### src/rtl/serial_shift_engine.sv
`default_nettype none
// ============================================================================
//  Module      : serial_shift_engine
//  Description : Bit-serial transmit/receive engine. It gates a downstream
//                clock divider, samples its divided clock in the system clock
//                domain and shifts a parallel word out on sdo, one bit per
//                serial period. Optional receive capture of sdi is enabled by
//                defining SERIAL_SHIFT_ENGINE_RX_EN.
//  Revision    : 1.0 - initial release
// ============================================================================
module serial_shift_engine #(
    parameter int   DATA_WIDTH = 8,
    parameter logic IDLE_STATE = 1'b0,
    parameter logic MSB_FIRST  = 1'b1
) (
    input  logic                  clk,
    input  logic                  rst,
    input  logic                  tx_valid,
    output logic                  tx_ready,
    input  logic [DATA_WIDTH-1:0] tx_data,
    output logic                  divider_enable,
    input  logic                  sclk_in,
    output logic                  sdo,
    input  logic                  sdi,
    output logic [DATA_WIDTH-1:0] rx_data,
    output logic                  rx_valid,
    output logic                  busy,
    output logic                  done
);

    localparam int         c_CNT_W    = $clog2(DATA_WIDTH + 1);
    localparam logic [1:0] c_ST_IDLE  = 2'd0;
    localparam logic [1:0] c_ST_SHIFT = 2'd1;
    localparam logic [1:0] c_ST_DONE  = 2'd2;

    logic [1:0]            r_state;
    logic [1:0]            w_next_state;
    logic                  r_sclk_q;
    logic                  w_lead;
    logic                  w_trail;
    logic                  w_accept;
    logic                  w_last_trail;
    logic [c_CNT_W-1:0]    r_count;
    logic [DATA_WIDTH-1:0] r_tx_shift;
    logic [DATA_WIDTH-1:0] w_tx_shifted;
    logic                  w_next_bit;
    logic                  r_sdo;

    // Edge classification against the registered copy of the serial clock
    always_comb begin
        w_lead       = (sclk_in != r_sclk_q) && (sclk_in != IDLE_STATE);
        w_trail      = (sclk_in != r_sclk_q) && (sclk_in == IDLE_STATE);
        w_accept     = (r_state == c_ST_IDLE) && tx_valid;
        w_last_trail = (r_state == c_ST_SHIFT) && w_trail && (r_count == c_CNT_W'(1));
        // Shift operators keep this valid for a one-bit word
        w_tx_shifted = MSB_FIRST ? (r_tx_shift << 1) : (r_tx_shift >> 1);
        w_next_bit   = MSB_FIRST ? w_tx_shifted[DATA_WIDTH-1] : w_tx_shifted[0];
    end

    // Serial clock sampling register
    always_ff @(posedge clk or posedge rst) begin
        if (rst) begin
            r_sclk_q <= IDLE_STATE;
        end else begin
            r_sclk_q <= sclk_in;
        end
    end

    // State register
    always_ff @(posedge clk or posedge rst) begin
        if (rst) begin
            r_state <= c_ST_IDLE;
        end else begin
            r_state <= w_next_state;
        end
    end

    // Next-state logic
    always_comb begin
        w_next_state = r_state;
        case (r_state)
            c_ST_IDLE:  if (tx_valid) w_next_state = c_ST_SHIFT;
            c_ST_SHIFT: if (w_last_trail) w_next_state = c_ST_DONE;
            c_ST_DONE:  w_next_state = c_ST_IDLE;
            default:    w_next_state = c_ST_IDLE;
        endcase
    end

    // State-decoded outputs
    always_comb begin
        tx_ready       = 1'b0;
        divider_enable = 1'b0;
        busy           = 1'b0;
        done           = 1'b0;
        rx_valid       = 1'b0;
        case (r_state)
            c_ST_IDLE: begin
                tx_ready = 1'b1;
            end
            c_ST_SHIFT: begin
                divider_enable = 1'b1;
                busy           = 1'b1;
            end
            c_ST_DONE: begin
                busy = 1'b1;
                done = 1'b1;
`ifdef SERIAL_SHIFT_ENGINE_RX_EN
                rx_valid = 1'b1;
`endif
            end
            default: ;
        endcase
    end

    // Transmit shift register, bit counter and sdo; sdo holds between frames
    always_ff @(posedge clk or posedge rst) begin
        if (rst) begin
            r_tx_shift <= '0;
            r_count    <= '0;
            r_sdo      <= 1'b0;
        end else if (w_accept) begin
            r_tx_shift <= tx_data;
            r_count    <= c_CNT_W'(DATA_WIDTH);
            r_sdo      <= MSB_FIRST ? tx_data[DATA_WIDTH-1] : tx_data[0];
        end else if ((r_state == c_ST_SHIFT) && w_trail) begin
            r_count <= r_count - 1'b1;
            if (r_count > c_CNT_W'(1)) begin
                r_tx_shift <= w_tx_shifted;
                r_sdo      <= w_next_bit;
            end
        end
    end

    assign sdo = r_sdo;

`ifdef SERIAL_SHIFT_ENGINE_RX_EN
    logic [DATA_WIDTH-1:0] r_rx_shift;
    logic [DATA_WIDTH-1:0] r_rx_data;
    logic [DATA_WIDTH:0]   w_rx_ext;
    logic [DATA_WIDTH-1:0] w_rx_shifted;

    // Receive shift in the same bit order as transmit
    always_comb begin
        w_rx_ext     = MSB_FIRST ? {r_rx_shift, sdi} : {sdi, r_rx_shift};
        w_rx_shifted = MSB_FIRST ? w_rx_ext[DATA_WIDTH-1:0] : w_rx_ext[DATA_WIDTH:1];
    end

    // Capture sdi on leading edges; publish the word as DONE is entered
    always_ff @(posedge clk or posedge rst) begin
        if (rst) begin
            r_rx_shift <= '0;
            r_rx_data  <= '0;
        end else begin
            if ((r_state == c_ST_SHIFT) && w_lead) begin
                r_rx_shift <= w_rx_shifted;
            end
            if (w_last_trail) begin
                r_rx_data <= r_rx_shift;
            end
        end
    end

    assign rx_data = r_rx_data;
`else
    logic w_unused;
    assign w_unused = ^{sdi, w_lead};
    assign rx_data  = '0;
`endif

endmodule
`default_nettype wire
### config.mk
export PLATFORM = sky130hd
export DESIGN_NAME = serial_shift_engine
export DESIGN_NICKNAME = d
export VERILOG_FILES = /design/src/rtl/serial_shift_engine.sv
export SDC_FILE = /design/constraint.sdc
export NUM_CORES = 1
export LEC_CHECK = 0
export ABC_CLOCK_PERIOD_IN_PS = 1400
export CORE_UTILIZATION = 41
export CTS_CLUSTER_DIAMETER = 150
export DETAILED_ROUTE_END_ITERATION = 8
export PLACE_DENSITY = 0.73
export SLEW_MARGIN = 10
export SYNTH_ARGS = -nofsm -noshare
export SYNTH_HDL_FRONTEND = slang
export SYNTH_SLANG_ARGS = --single-unit
### constraint.sdc
create_clock -name clk -period 1.4 [get_ports clk]
set_input_delay 0.28 -clock clk [delete_from_list [all_inputs] [get_ports clk]]
set_output_delay 0.28 -clock clk [all_outputs]
set_load 0.03 [all_outputs]
### Word level (Yosys, flattened, before mapping)

Index checks and enable logic that the tools add are counted.

* bitwise operators: 1
* equality and inequality tests: 6
* multiplexer cells: 15
* reductions and logical operators: 10
* magnitude comparators: 1
* add/sub/neg operators: 1

Operators with widths (count)
* 2-to-1 mux 7 bit: 3
* 2-to-1 mux 4 bit: 2
* 2-to-1 mux 1 bit: 7
* == test 4 x 1 -> 1 bit (second input constant): 1
* > comparator 4 x 1 -> 1 bit (second input constant): 1
* logical AND 1 bit: 4
* 2-to-1 mux 2 bit: 2
* != test 2 bit (second input constant): 2
* one-hot mux 2 bit (2 select lines): 1
* AND reduction 2 bit: 2
* nonzero test 2 bit: 2
* subtractor 4 x 1 -> 4 bit (second input constant): 1
* == test 2 x 1 -> 1 bit (second input constant): 1
* == test 2 bit (second input constant): 1
* zero test 2 bit: 1
* OR reduction 2 bit: 1
* != test 1 bit: 1
* NOT 1 bit: 1

* register bits: 15
* output and inout bits: 14
* word-level logic and storage cells: 39
* input bits: 13

### Depth between registers and ports, before layout

Gate-level depths: netlist (run 1).

* depth after elaboration: 6
* mapped depth: 7
* mapped depth without buffers: 5

### Worst setup path before layout (run 1)

No wires, ideal clock.

* path type: register -> register
* start point: reg r_state[0]
* end point: reg r_tx_shift[0]
* setup slack: -280 ps
* stages on the path, launching flop included: 7
* period minus slack after synthesis: 1680 ps
* required time: 1279 ps
* arrival: 1559 ps
* setup time: 121 ps
* path buffers: 1
* cell sequence: dfrtp_1 -> inv_1 -> ha_1 -> and2_1 -> clkbuf_1 -> o22ai_4 -> a22o_1

* word-level cells in the longest chain between the ends: 4
* elaborated cells between the ends (all ways): 8
* classes of those cells: 1 x eq/ne; 1 x mux; 6 x reduce/logical

Ends and longest elaborated chain
* start, declared: line 36 `logic [1:0] r_state;`
* start signal, assigned: line 72 `r_state <= c_ST_IDLE;`
* start signal, assigned: line 74 `r_state <= w_next_state;`
* == test 2 x 1 -> 1 bit or zero test 2 bit (tied branches): line 125, 53
* logical AND 1 bit (on tied branches): line 125, 53
* nonzero test 2 bit (no source line)
* AND reduction 2 bit (no source line)
* end signal, assigned: line 122 `r_tx_shift <= tx_data;`
* end signal, assigned: line 128 `r_tx_shift <= w_tx_shifted;`
* end, declared: line 44 `logic [DATA_WIDTH-1:0] r_tx_shift;`

Several ways; a longest one is shown, not always the timed one.
A chain may end at the register's enable or synchronous reset.

### Worst setup path in the final report (run 1)

* start point: reg r_state[0]
* end point: out tx_ready

* word-level cells in the longest chain between the ends: 2

Ends and longest elaborated chain
* zero test 2 bit: line 96 `case (r_state)`
* 2-to-1 mux 1 bit: line 96
* end, declared: line 19 `output logic tx_ready,`

No other way between the ends.

==> reports/summary.txt, run 1 <==
Fill cell count -> 172
Mean Syn Cell Area -> 9.969 sq um
Register area share after synthesis -> 40.49%
#FFs+latches synth -> 15
Antenna cells -> 0
Area post-placement -> 1164 sq um
Initial antenna violation count -> 0
Gr usage total -> 15.94%
Die X -> 49.56 um
WL per Instance -> 13.44 um
Outcome -> complete, but fails checks
Hold Violations, Final -> 0
ANT nets after route -> 0
Final min period -> 1.487 ns
Worst Skew -> 0.004173 ns
Comb pwr share -> 59.2%
Hold Worst Slack -> 0.2852 ns
Synth async-reset ratio -> 100.0%
Vias -> 783
Worst-path clk slew -> 0.08 ns
Sw Share -> 41.23%
Critical path's top delay family -> flip-flops
P per Cell Area -> 1896 nW/um^2
Synth Area in XOR/XNOR -> 0.9447%
Bufs and invs on worst path -> 3
Int Pwr -> 1.475 mW
Compound-Gate Fraction of Synth Area -> 19.84%
Mapped Cells -> 93
Critical Path RT -> 1.12 ns
Clk sink count -> 15
First-pass GRT wire length -> 2980 um
CTS Buf Count -> 3
Register share of total power -> 31.1%
Grt total ovfl -> 0
CORE AREA -> 2042 sq um
Share of layout cells above drive strength 1 -> 33.06%
Failing checks -> negative setup slack
WS Path Type -> reg2out
Switch Pwr -> 1.035 mW
Cell variety after synth -> 32
Slew Viols, Final -> 0
FP Rows -> 16
CTS max path bufs -> 2
Fmax -> 0.6727 GHz
Fin Setup TNS -> -0.6655 ns
Root Driver -> clkbuf_4
Detailed Place HPWL -> 1374 um
Worst min-delay path category -> in2async
Starting density of the core -> 45.40%
Max IR drop VDD -> 1.420 mV
Most used cell, CP -> buf_6
RSZ-0062 raised after global routing -> true
Primary FF master, synth -> dfrtp_1
Initial drt markers -> 13
Post-synthesis simple-gate area fraction -> 17.41%
Final #Nets -> 144
Number of flops mapped to enable cells by yosys -> 0
Port bufs -> 16
Post-route setup slack -> -0.08659 ns
Final Cycle Share -> 106.2%
CTS Hold Bufs -> 0
CTS tree -> built
Vias per cell -> 5.185
Cell Chain, Critical Path -> inv_2, ha_4, buf_6, buf_6
Area of the die -> 2456 sq um
Crit end category -> output pin
Vias in the first global route -> 717
CP peak stage delay -> 0.44 ns
Crit path DAT -> 1.21 ns
Die H -> 49.56 um
Drt total wl -> 2030 um
Setup crit start kind -> flip-flop
RePlAce Congestion -> 0.8228
Max-Cap Viols -> 0
Post-route DRC -> 0
LEAKAGE -> 0.6041 nW
Cell area after layout -> 1324 sq um
Layout area overhead -> 42.78%
Final Power -> 2.510 mW
Worst Path Max Fanout -> 5
Largest net degree at the start of global routing -> 16
Multiplexer share of the synthesized area -> 0%
I/O pin count -> 27
CP max-delay cell -> dfrtp_2
H-tree Lvls -> 1
YS warnings -> 0
Post-Syn Area -> 927.1 sq um
Synth Area in Adders -> 8.097%
Final setup fails -> 14
Largest family of logic cells by synthesized area -> compound AO/OA/AOI/OAI gates
Clock Latency Late Sink -> 0.28 ns
Clock share of power -> 9.7%
Router iterations before antenna repair -> 4
-- synthesized netlist by cell type (all sizes together) (2+ instances only) --
library cell,n,area (sq um)
nor2,3,13.77
nand2,4,15.01
ha,6,75.07
nand3b,2,15.01
nand2b,2,12.51
o2bb2ai,7,61.31
a21oi,3,15.01
and3,9,56.30
inv,5,18.77
buf,13,96.34
o21ai,2,10.00
a31oi,7,43.79
dfrtp,15,375.4
-- flip-flops by register name, summed over array words and instances (netlist names) --
register / count
sdo: 1
r_tx_shift: 7
r_count: 4
r_state: 2
r_sclk_q: 1
-- power groups by stage --
stage / combinational [mW] / sequential (mW) / clock, mW
after floorplan: 0.887 / 0.755 / 0
after global placement: 1.14 / 0.756 / 0
after detailed placement: 1.17 / 0.767 / 0
after CTS: 1.27 / 0.760 / 0.253
after global routing: 1.60 / 0.795 / 0.272
final: 1.49 / 0.780 / 0.244
-- stage by stage --
stage	setup slack (ns)	utilization, %	instances
5_1_grt	-0.1360	64.83	151
3_3_place_gp	-0.1778	56.99	143
2_1_floorplan	-0.1072	-	101
4_1_cts	-0.1199	60.60	148
3_5_place_dp	-0.2025	56.99	143
6_report	-0.08659	64.83	151
-- layer usage --
layer  vias up  part of all wire [%]  GRT usage [%]
li1        376                     -              -
met1       372                    45          20.12
met2        31                    49          25.68
met3         4                   5.5          5.556
met4         0                  0.74          4.286
met5         -                     0              0
-- cell usage in the layout, fill, tap and decap left out, types with 2 or more instances in the layout --
master | synthesis | routed
dfrtp_1 | 15 | 14
buf_4 | 10 | 12
clkdlybuf4s50_1 | 0 | 11
conb_1 | 1 | 9
buf_6 | 1 | 9
and3_1 | 9 | 8
a31oi_1 | 7 | 7
o2bb2ai_1 | 7 | 5
nand2_1 | 4 | 4
a21oi_1 | 3 | 3
inv_1 | 5 | 3
ha_1 | 6 | 3
ha_4 | 0 | 3
clkbuf_4 | 0 | 3
nand3b_1 | 2 | 2
o2bb2ai_2 | 0 | 2
inv_2 | 0 | 2
-- final timing paths --
| kind | slack (ns) | from | cells past startpoint | to |
|---|---|---|---|---|
| worst max-delay path | -0.09 | r_state[0] | 4 | tx_ready |
| worst min register to register | 0.49 | sdo | 1 | sdo |
| min in group clk | 0.49 | sdo | 1 | sdo |
| worst max register to register | -0.07 | r_state[0] | 5 | r_tx_shift[5] |
| max in group asynchronous | 0.92 | rst | 3 | r_state[0] |
| worst min-delay path | 0.29 | rst | 3 | r_tx_shift[0] |
-- worst min-delay path: stages --
cell and delay [ns]:
clkdlybuf4s50_1 0.39, inv_1 0.05, buf_4 0.22
-- cells by family after synthesis --
family	count (synthesis)
DFF	15
other	1
AOI/OAI and AO/OA	24
adders and majority gates	6
and+or+nand+nor	27
buffers and inverters	19
xor gates and xnor gates	1
-- timing repair --
action,4_1_cts,5_1_grt
buffers inserted,1,3
setup endpoints to repair,15,14
gates resized for setup,11,14
pin swaps,3,5
-- final cells by class --
type | count | area (sq um) | share of cell area [%]
Clock buffer | 4 | 26.28 | 1.985
Inverter | 5 | 18.77 | 1.418
Timing Repair Buffer | 33 | 310.3 | 23.44
Multi-Input combinational cell | 67 | 558.0 | 42.15
Sequential cell | 15 | 376.6 | 28.45
Tap cell | 27 | 33.78 | 2.552
Power figures use the tool's default switching activity.
==> run 2: changes to the inputs <==
- CORE_ASPECT_RATIO: not set -> 1.5
==> reports/summary.txt, run 2 (synthesis results as in run 1) <==
Clock share of power -> 9.9% (+0.2 points)
Comb pwr share -> 59.3% (about the same)
Worst Path Max Fanout -> 4 (-1)
Gr usage total -> 16.92% (+0.98 points)
RR Endpoint -> r_tx_shift[0]
Crit path DAT -> 1.20 ns (about the same)
Flop2flop setup slack -> -0.07 ns (about the same)
Reg2reg start -> r_state[0]
Worst min-delay path category -> in2async
Die H -> 60.24 um (+22%)
Area of the die -> 2459 sq um (+0.15%)
Placed cells -> 143 (unchanged)
Pre-CTS WS -> -0.2352 ns (-0.03271 ns)
Initial drt markers -> 28 (+15)
Hold Violations, Final -> 0 (unchanged)
CTS Hold Bufs -> 0 (unchanged)
Top flop regs -> r_tx_shift: 7 flops, r_count: 4 flops, r_state: 2 flops
Crit end category -> output pin
WS Path Type -> reg2out
RSZ-0062 raised after global routing -> true
Max-Cap Viols -> 0 (unchanged)
FP Rows -> 20 (+4)
Fin Setup TNS -> -0.5066 ns (+0.1589 ns)
Final Cycle Share -> 105.4% (-0.75 points)
CTS Buf Count -> 3 (unchanged)
Fill cell count -> 158 (-8.1%)
Max FFs per register -> 7 (unchanged)
WL per Instance -> 13.19 um (-1.9%)
Largest net degree at the start of global routing -> 16 (unchanged)
Die X -> 40.83 um (-18%)
Setup crit start kind -> flip-flop
Final cell count without fillers -> 151 (unchanged)
Antenna cells -> 0 (unchanged)
Register share of total power -> 30.7% (-0.4 points)
Port bufs -> 16 (unchanged)
Critical Path RT -> 1.12 ns (about the same)
Outcome -> complete, but fails checks
Router iterations before antenna repair -> 4 (unchanged)
Slew Viols, Final -> 0 (unchanged)
P per Cell Area -> 1842 nW/um^2 (-2.9%)
H-tree Lvls -> 1 (unchanged)
Hold Worst Slack -> 0.2950 ns (+0.009852 ns)
Cell area after layout -> 1378 sq um (+4.1%)
First-pass GRT wire length -> 2877 um (-3.5%)
ANT nets after route -> 0 (unchanged)
Starting density of the core -> 44.64% (-0.77 points)
Clock Latency Late Sink -> 0.28 ns (about the same)
LEAKAGE -> 0.6281 nW (+4.0%)
Share of layout cells above drive strength 1 -> 39.53% (+6.5 points)
Sw Share -> 40.91% (-0.32 points)
RePlAce Congestion -> 0.7488 (-9.0%)
Final #Nets -> 149 (+3.5%)
Most frequent cells in the layout -> buf_4, dfrtp_1, buf_6
Grt total ovfl -> 0 (unchanged)
Vias in the first global route -> 714 (-0.42%)
Layout area overhead -> 48.58%
Failing checks -> negative setup slack
Fin util -> 66.33% (+1.5 points)
Final setup fails -> 13 (-1)
Clk sink count -> 15 (unchanged)
Final Power -> 2.537 mW (+1.1%)
CORE AREA -> 2077 sq um (+1.7%)
CTS max path bufs -> 2 (unchanged)
Post-route setup slack -> -0.07609 ns (+0.01050 ns)
Vias -> 795 (+1.5%)
Int Pwr -> 1.499 mW (+1.6%)
Switch Pwr -> 1.038 mW (+0.28%)
Drt total wl -> 1992 um (-1.9%)
CTS tree -> built
Worst Skew -> 0.0007362 ns (-0.003437 ns)
Post-route DRC -> 0 (unchanged)
Initial antenna violation count -> 0 (unchanged)
Reg with most FFs -> r_tx_shift
Area post-placement -> 1195 sq um (+2.7%)
Fmax -> 0.6775 GHz (+0.71%)
Max IR drop VDD -> 1.121 mV (-21%)
Detailed Place HPWL -> 1436 um (+4.5%)
Vias per cell -> 5.265 (+1.5%)
Worst-path clk slew -> 0.09 ns (about the same)
I/O pin count -> 27 (unchanged)
Final min period -> 1.476 ns (-0.01050 ns)
Root Driver -> clkbuf_4
Worst reg-to-reg path cell count -> 4 (-1)
## run 2: cell types whose count changed in the layout (fill, tap and decap cells not counted), moves of 2 or more
cell | before | now
buf_4 | 12 | 14
a21oi_2 | 0 | 2
buf_6 | 9 | 12
a21oi_1 | 3 | 1
a31oi_1 | 7 | 5
## run 2: layer usage
metal  share of wire (%)  GRT usage, %  vias up
met2                  54         27.23       12
met3                 1.8         2.230        2
met5                   0             0        -
met1                  43         20.89      387
li1                    -             -      394
met4                0.90         8.571        0
## run 2: worst max-delay path by stage
stage	slack (ns)	end	from	depth (start not counted)
CTS	-0.13	done	r_state[0]	4
floorplan	-0.11	r_tx_shift[0]	r_state[0]	6
detailed placement	-0.24	r_tx_shift[0]	tx_valid	4
finish	-0.08	tx_ready	r_state[0]	4
global route	-0.12	tx_ready	r_state[0]	4
global placement	-0.23	sdo	sclk_in	5
## run 2: critical path: stages (launching register included)
cell and delay, ns:
dfrtp_2 0.45, inv_2 0.09, ha_4 0.16, buf_6 0.10
buf_6 0.11
## run 2: repair_timing
| item | 4_1_cts | 5_1_grt |
|---|---|---|
| gates resized for setup | 14 | 16 |
| gates cloned | 0 | 0 |
| pin swaps | 10 | 6 |
| setup endpoints to repair | 18 | 16 |
| buffers inserted | 3 | 1 |
## run 2: final cells by class
class	count	area [sq um]	share of cell area, %
multi-input combinational	67	568.0	41.24
tap	22	27.53	1.998
clock buffer	3	22.52	1.635
timing repair buffer	38	359.1	26.07
sequential	15	376.6	27.34
inverter	5	18.77	1.362
clock inverter	1	5.005	0.3633
## run 2: power by group through the flow
stage,combinational [mW],clock [mW],sequential (mW)
2_1_floorplan,0.887,0,0.755
6_report,1.51,0.252,0.780
3_3_place_gp,1.19,0,0.760
5_1_grt,1.61,0.277,0.804
4_1_cts,1.38,0.262,0.759
3_5_place_dp,1.22,0,0.764
